===== config.mk =====
export PLATFORM = sky130hd
export DESIGN_NAME = adder_seq_ctrl
export DESIGN_NICKNAME = d
export VERILOG_FILES = /design/src/rtl/adder_pkg.sv /design/src/rtl/adder_slice.sv /design/src/rtl/adder_seq_ctrl.sv
export SDC_FILE = /design/constraint.sdc
export NUM_CORES = 1
export LEC_CHECK = 0
export CORE_ASPECT_RATIO = 0.6
export CORE_MARGIN = 4
export CORE_UTILIZATION = 53
export DETAILED_ROUTE_END_ITERATION = 16
export PLACE_DENSITY = 0.86
export SLEW_MARGIN = 20
export SYNTH_ARGS = -nofsm -noshare
export SYNTH_HDL_FRONTEND = slang
export SYNTH_SLANG_ARGS = --single-unit

===== constraint.sdc =====
create_clock -name clk -period 3.6 [get_ports clk]
set_input_delay 0.72 -clock clk [delete_from_list [all_inputs] [get_ports clk]]
set_output_delay 0.72 -clock clk [all_outputs]
set_load 0.01 [all_outputs]

===== src/rtl/adder_pkg.sv =====
// Shared constants and helpers for the sliced-adder sequencer.
package adder_pkg;

  localparam int unsigned DATA_W_DEF  = 32;
  localparam int unsigned SLICE_W_DEF = 8;

  localparam logic [1:0] ST_IDLE = 2'd0;
  localparam logic [1:0] ST_RUN  = 2'd1;
  localparam logic [1:0] ST_DONE = 2'd2;

  // Two's-complement overflow: like-signed operands with a differently signed result.
  function automatic logic ovf_detect(input logic a_msb, input logic b_msb, input logic s_msb);
    return (a_msb == b_msb) && (s_msb != a_msb);
  endfunction

endpackage


===== src/rtl/adder_slice.sv =====
// Combinational W-bit ripple-carry adder slice.
module adder_slice #(
  parameter int unsigned W = 8
) (
  input  logic [W-1:0] a,
  input  logic [W-1:0] b,
  input  logic         cin,
  output logic [W-1:0] s,
  output logic         cout
);

  assign {cout, s} = {1'b0, a} + {1'b0, b} + (W+1)'(cin);

endmodule


===== src/rtl/adder_seq_ctrl.sv =====
// Multi-cycle 32-bit adder: walks one narrow slice LSB-first, carry held in a register.
module adder_seq_ctrl
  import adder_pkg::*;
#(
  parameter int unsigned DATA_W  = DATA_W_DEF,
  parameter int unsigned SLICE_W = SLICE_W_DEF
) (
  input  logic              clk,
  input  logic              rst_n,
  input  logic              in_valid,
  output logic              in_ready,
  input  logic [DATA_W-1:0] a,
  input  logic [DATA_W-1:0] b,
  input  logic              cin,
  output logic              out_valid,
  input  logic              out_ready,
  output logic [DATA_W-1:0] sum,
  output logic              cout,
  output logic              ovf
);

  localparam int unsigned NUM_SLICES = DATA_W / SLICE_W;
  localparam int unsigned CNT_W      = (NUM_SLICES > 1) ? $clog2(NUM_SLICES) : 1;
  localparam logic [CNT_W-1:0] LAST  = CNT_W'(NUM_SLICES - 1);

  if ((DATA_W % SLICE_W) != 0) begin : g_bad_slice
    $error("DATA_W must be a multiple of SLICE_W");
  end

  logic [1:0]         state_q, state_d;
  logic [CNT_W-1:0]   cnt_q, cnt_d;
  logic [DATA_W-1:0]  a_q, a_d, b_q, b_d, part_q, part_d, sum_d;
  logic               carry_q, carry_d, cout_d, ovf_d, out_valid_d, in_ready_d;
  logic [31:0]        base;
  logic [SLICE_W-1:0] slice_s;
  logic               slice_c;

  assign base = 32'(cnt_q) * SLICE_W;

  // Single shared slice; operand bits are steered in by the slice counter.
  adder_slice #(.W(SLICE_W)) u_slice (
    .a    (a_q[base +: SLICE_W]),
    .b    (b_q[base +: SLICE_W]),
    .cin  (carry_q),
    .s    (slice_s),
    .cout (slice_c)
  );

  always_ff @(posedge clk or negedge rst_n) begin
    if (!rst_n) begin
      state_q   <= ST_IDLE;
      cnt_q     <= '0;
      a_q       <= '0;
      b_q       <= '0;
      part_q    <= '0;
      carry_q   <= 1'b0;
      sum       <= '0;
      cout      <= 1'b0;
      ovf       <= 1'b0;
      out_valid <= 1'b0;
      in_ready  <= 1'b1;
    end else begin
      state_q   <= state_d;
      cnt_q     <= cnt_d;
      a_q       <= a_d;
      b_q       <= b_d;
      part_q    <= part_d;
      carry_q   <= carry_d;
      sum       <= sum_d;
      cout      <= cout_d;
      ovf       <= ovf_d;
      out_valid <= out_valid_d;
      in_ready  <= in_ready_d;
    end
  end

  // Partial sums accumulate in part_q; visible outputs load only on the last slice.
  always_comb begin
    state_d     = state_q;
    cnt_d       = cnt_q;
    a_d         = a_q;
    b_d         = b_q;
    part_d      = part_q;
    carry_d     = carry_q;
    sum_d       = sum;
    cout_d      = cout;
    ovf_d       = ovf;
    out_valid_d = out_valid;
    in_ready_d  = in_ready;
    case (state_q)
      ST_IDLE: begin
        in_ready_d  = 1'b1;
        out_valid_d = 1'b0;
        if (in_valid && in_ready) begin
          a_d        = a;
          b_d        = b;
          carry_d    = cin;
          cnt_d      = '0;
          in_ready_d = 1'b0;
          state_d    = ST_RUN;
        end
      end
      ST_RUN: begin
        part_d[base +: SLICE_W] = slice_s;
        carry_d = slice_c;
        cnt_d   = cnt_q + CNT_W'(1);
        if (cnt_q == LAST) begin
          cnt_d       = '0;
          sum_d       = part_d;
          cout_d      = slice_c;
          ovf_d       = ovf_detect(a_q[DATA_W-1], b_q[DATA_W-1], part_d[DATA_W-1]);
          out_valid_d = 1'b1;
          state_d     = ST_DONE;
        end
      end
      ST_DONE: begin
        if (out_ready) begin
          out_valid_d = 1'b0;
          in_ready_d  = 1'b1;
          state_d     = ST_IDLE;
        end
      end
      default: begin
        out_valid_d = 1'b0;
        in_ready_d  = 1'b1;
        state_d     = ST_IDLE;
      end
    endcase
  end

endmodule


== Word-level counts from Yosys, hierarchy flattened ==
Index checks and enable logic that the tools add are counted.
Storage, ports and cells
  input bits: 69
  register bits: 137
  output and inout bits: 36
Operators by class
  equal/unequal tests: 8
  add/subtract/negate cells: 4
  muxes and demuxes: 16
  reductions and logical operators: 10
  bitwise operators: 1
  shifts and indexed selects: 4
Operator list (count)
  $shiftx A32 B6 Y8: 2
  $neg A5 Y34: 1
  $shift A8 B34 Y32 const A: 1
  $shiftx A8 B34 Y32: 1
  $bwmux W32: 1
  $mux W2: 5
  $reduce_and A2 Y1: 5
  $add A8 B8 Y9: 1
  $add A9 B1 Y9: 1
  $ne A2 B2 Y1 const B: 3
  $pmux W2 S3: 1
  $mux W1: 5
  $eq A2 B2 Y1 const B: 2
  $pmux W1 S2: 2
  $pmux W2 S2: 1
  $pmux W1 S3: 1
  $reduce_and A3 Y1: 1
  $add A2 B1 Y2 const B: 1
  $eq A2 B1 Y1 const B: 1
  $logic_and A1 B1 Y1: 2
  $logic_not A2 Y1: 1
  $reduce_bool A2 Y1: 1
  $eq A1 B1 Y1: 1
  $ne A1 B1 Y1: 1
  $not A1 Y1: 1

== Depth between registers and ports, before layout ==
  depth in word-level cells: 7
  gate-level depth with buffers: 10
  gate-level depth less buffers: 9

== Hierarchy ==
A second synthesis with hierarchy kept.
Unflattened totals
  cells, all modules: 507
  area total of the unflattened synthesis: 6389.9 µm²
Modules (own cells, without submodules)
  adder_seq_ctrl: cells an instance 465, seq. area each 3429.5 µm², times used 1, area each 6058.3 µm²
  adder_slice: cells an instance 42, seq. area each 0.0 µm², times used 1, area each 331.6 µm²

== Worst setup path after synthesis ==
Ideal clock, no wire load.
  path kind: reg-to-reg
  from: register cnt_q[0]
  to: register ovf
  period minus slack after synthesis: 3064 ps
  path buffers: 1
  slack: 536 ps
  required time: 3472 ps
  arrival time: 2936 ps
  library setup time: 128 ps
  stages on the path, launching flop included: 9
  path through: dfrtp_1 buf_1 mux4_2 ha_1 o211a_1 o31a_1 o2111a_1 o31ai_2 mux2_1
On the way
  cells in the longest elaborated chain, start to end: 7
  elaborated cells between the ends (all ways): 12
  classes of those cells: add/sub: 3; eq/ne: 2; shift: 4; mux: 1; reduce/logical: 2
Ends and longest elaborated chain
  from (decl): line adder_seq_ctrl.sv:31  | logic [CNT_W-1:0] cnt_q, cnt_d;
  from (signal assigned): line adder_seq_ctrl.sv:64  | cnt_q <= cnt_d;
  $shiftx A32 B6 Y8, on equally long branches: line adder_seq_ctrl.sv:42, adder_seq_ctrl.sv:43
  $add A8 B8 Y9: line adder_slice.sv:12  | assign {cout, s} = {1'b0, a} + {1'b0, b} + (W+1)'(cin);
  $add A9 B1 Y9: line adder_slice.sv:12
  $shiftx A8 B34 Y32: line adder_seq_ctrl.sv:104  | part_d[base +: SLICE_W] = slice_s;
  $bwmux W32: line adder_seq_ctrl.sv:104
  $ne A1 B1 Y1: line adder_pkg.sv:13  | return (a_msb == b_msb) && (s_msb != a_msb);
  $logic_and A1 B1 Y1: line adder_pkg.sv:13
  to (signal assigned): line adder_seq_ctrl.sv:71  | ovf <= ovf_d;
  to (decl): line adder_seq_ctrl.sv:19  | output logic ovf
Parallel ways exist; a longest one is shown, timed or not.
A chain may end at the register's enable or synchronous reset.

== Final worst setup path ==
  from: register cnt_q[0]
  to: register sum[12]
On the way
  cells in the longest elaborated chain, start to end: 5
  elaborated cells between the ends (all ways): 10
  classes of those cells: add/sub: 3; eq/ne: 1; shift: 4; mux: 1; reduce/logical: 1
Ends and longest elaborated chain
  $shiftx A32 B6 Y8, on equally long branches: line adder_seq_ctrl.sv:42, adder_seq_ctrl.sv:43
  $add A8 B8 Y9: line adder_slice.sv:12
  $add A9 B1 Y9: line adder_slice.sv:12
  $shiftx A8 B34 Y32: line adder_seq_ctrl.sv:104
  $bwmux W32: line adder_seq_ctrl.sv:104
  to (signal assigned): line adder_seq_ctrl.sv:69  | sum <= sum_d;
  to (decl): line adder_seq_ctrl.sv:17  | output logic [DATA_W-1:0] sum,
Parallel ways exist; a longest one is shown, timed or not.

==> impl_metrics.py <==
metrics = {
    "run_status": {
        "status": "finished clean",
    },
    "cts": {
        "clockBufferDepth": 2,
        "clock_latency_ps": 420,
        "ctsRootBufferMaster": "clkbuf_16",
        "cts_tree": "yes",
        "cts_buffers": 17,
        "cts_setup_buffers": 0,
        "htree_levels": 4,
        "postCtsHoldBufs": 0,
        "ctsResizeCount": 0,
        "path_clk_slew_ps": 60,
        "cts_num_sinks": 137,
    },
    "drt": {
        "drt_iter0_drc": 403,
        "drtAntennaViolNets": 0,
        "routedWlPerCell_microns": 20.9,
        "via_count": 4774,
        "drt-total-wl_microns": 16400,
        "drcViolationCount": 0,
        "viasPerCell": 6.06,
        "first_pass_iters": 5,
    },
    "synth": {
        "synth-main-ff-cell": "dfrtp_1",
        "syn-num-nets": 583,
        "yosysMostFrequentCell": "dfrtp_1",
        "ys_ff_latch": 137,
        "syn_area_sq_um": 6200,
        "avgSynthCellArea_sq_um": 12.4,
        "synth_top_cell_by_area": "dfrtp_1",
        "yosysTopAreaCellShare": 0.548,
        "yosys_warnings": 0,
        "synth-edff-count": 0,
        "ys_types": 46,
        "synthArstFlopShare": 1.00,
        "synth_common_cells": "dfrtp_1 (136), mux2_2 (66), nand2_1 (50)",
        "syn-instance-count": 499,
        "ys_seq_area_frac": 0.553,
        "synth_area_leaders": "dfrtp_1 (55%), mux2_2 (12%), mux4_2 (5.8%)",
    },
    "placed_design": {
        "dpl-instance-area_sq_um": 7510,
        "portBuffers": 104,
        "gp_congestion": 0.914,
        "dp_cells": 756,
        "place_hpwl_microns": 11700,
    },
    "critical_path": {
        "crit_start": "cnt_q[0]$_DFFE_PN0P_",
        "cp-end-kind": "flip-flop",
        "critical_path_class": "flip-flop to flip-flop",
        "crit_fanout": 15,
        "worstPathArrival_ps": 3510,
        "r2r-end": "sum[12]$_DFFE_PN0P_",
        "r2r_start": "cnt_q[0]$_DFFE_PN0P_",
        "required_ps": 3930,
        "r2r_cells": 10,
        "start_kind": "flip-flop",
        "rrSetupSlack_ps": 420,
    },
    "global_route": {
        "grt_pass1_vias": 4918,
        "grt_max_degree": 75,
        "overflow": 0,
        "grt_pass1_wl_microns": 26100,
        "antenna_found_initial": 0,
        "grt_util_all_layers": 0.250,
    },
    "sta": {
        "hold_viol": 0,
        "setup_viol": 0,
        "rsz0062_at_grt": "no",
        "timing.slew.headroom": 0.415,
        "worstMarginPinSlew_ps": 872,
        "period_minus_slack_ps": 3180,
        "fin_crit_sh": 0.884,
        "clock_skew_ps": 7.44,
        "fmax_ghz": 0.314,
        "fin_setup_tns_ps": 0,
        "drv_slew": 0,
    },
    "die": {
        "die-area_sq_um": 13600,
        "die_x_microns": 148,
        "num_rows": 30,
        "die_y_microns": 91.8,
        "ios": 105,
        "start_util": 0.546,
        "core_area_sq_um": 11400,
    },
    "finish": {
        "area_growth_pct": 30.1,
        "fin_cells": 788,
        "fin_nets": 699,
        "postLayoutCoreUtil": 0.710,
        "drive_above_1_share": 0.217,
        "final_area_sq_um": 8070,
        "diodes": 0,
    },
    "power_and_ir_drop": {
        "pwr_density_cell_nw_per_um2": 1100,
        "p_leak_uw": 0.00341,
        "vdd_drop_max_mv": 0.913,
    },
    "min_path": {
        "hold_class": "primary input to asynchronous set/reset pin",
    },
    "flow_run": {
        "maxCapViolations": 0,
    },
}
[cells in the final DEF, fill, tap and decap left out, types with 5 or more instances in the layout]
| cell | synthesis | layout |
|---|---|---|
| a21oi_1 | 21 | 21 |
| a221oi_1 | 5 | 5 |
| a22o_1 | 20 | 20 |
| a32oi_1 | 8 | 8 |
| buf_4 | 0 | 13 |
| clkbuf_16 | 0 | 17 |
| clkdlybuf4s50_1 | 0 | 103 |
| dfrtp_1 | 136 | 136 |
| ha_1 | 13 | 13 |
| inv_1 | 14 | 14 |
| mux2_2 | 66 | 66 |
| mux4_2 | 16 | 16 |
| nand2_1 | 50 | 50 |
| nor2_1 | 22 | 22 |
| o21ai_0 | 38 | 38 |
| o21ai_1 | 5 | 5 |
| o31ai_1 | 9 | 9 |
[flip-flops by register name (all words and copies together), names as in the netlist]
| name | cells |
|---|---|
| b_q | 32 |
| in_ready | 1 |
| a_q | 32 |
| part_q | 32 |
| out_valid | 1 |
| carry_q | 1 |
| cout | 1 |
| cnt_q | 2 |
| ovf | 1 |
| state_q | 2 |
| sum | 32 |
[cell families (layout without fill, tap and decap cells)]
logic type / after synthesis / count (layout) / share of synthesized area
AOI/OAI and AO/OA: 127 / 127 / 0.137
xor gates and xnor gates: 1 / 1 / 0.00141
adders and majority gates: 15 / 15 / 0.0327
buffers and inverters: 37 / 166 / 0.0234
DFF: 137 / 137 / 0.553
muxes: 84 / 84 / 0.181
and+or+nand+nor: 98 / 98 / 0.0712
[per-stage QoR]
step	hold slack [ps]	total power (uW)	worst slack, ps
6_report	401	8920	419
5_1_grt	457	9400	225
4_1_cts	420	8830	464
3_5_place_dp	470	7130	470
3_3_place_gp	457	6940	609
2_1_floorplan	424	5430	536
[power by group]
| part | switching [uW] | internal, uW | total [uW] |
|---|---|---|---|
| combinational | 2660 | 1980 | 4640 |
| clock | 680 | 969 | 1650 |
| sequential | 428 | 2210 | 2630 |
[worst max-delay path by stage]
stage | end | slack [ps] | cells after the start
2_1_floorplan | ovf$_DFFE_PN0P_ | 540 | 8
3_3_place_gp | sum[28]$_DFFE_PN0P_ | 610 | 10
3_5_place_dp | sum[12]$_DFFE_PN0P_ | 470 | 10
4_1_cts | sum[12]$_DFFE_PN0P_ | 460 | 10
5_1_grt | sum[28]$_DFFE_PN0P_ | 230 | 10
6_report | sum[12]$_DFFE_PN0P_ | 420 | 10
[critical path, cell delays in order (launching register included)]
cell	delay (ps)
dfrtp_1	390
buf_4	220
mux4_2	360
inv_1	60
fa_1	410
fa_1	430
nor2b_1	170
o21ai_0	90
a21oi_1	610
a22oi_1	140
o21ai_0	220
[per-layer routing]
metal,vias up,wire [microns],track usage
met5,-,0,0
met4,0,157,0.0628
met3,16,1520,0.0835
met2,248,7410,0.363
met1,2427,7360,0.364
li1,2083,-,-
[cell type report]
type / instances / area (sq um)
Sequential cell: 137 / 3430
Fill cell: 763 / 3300
Multi-Input combinational cell: 325 / 2640
Timing Repair Buffer: 119 / 1190
Clock buffer: 18 / 439
Tap cell: 160 / 200
Clock inverter: 14 / 124
Inverter: 15 / 56.3
No activity file was read; power rests on OpenSTA's default activity.
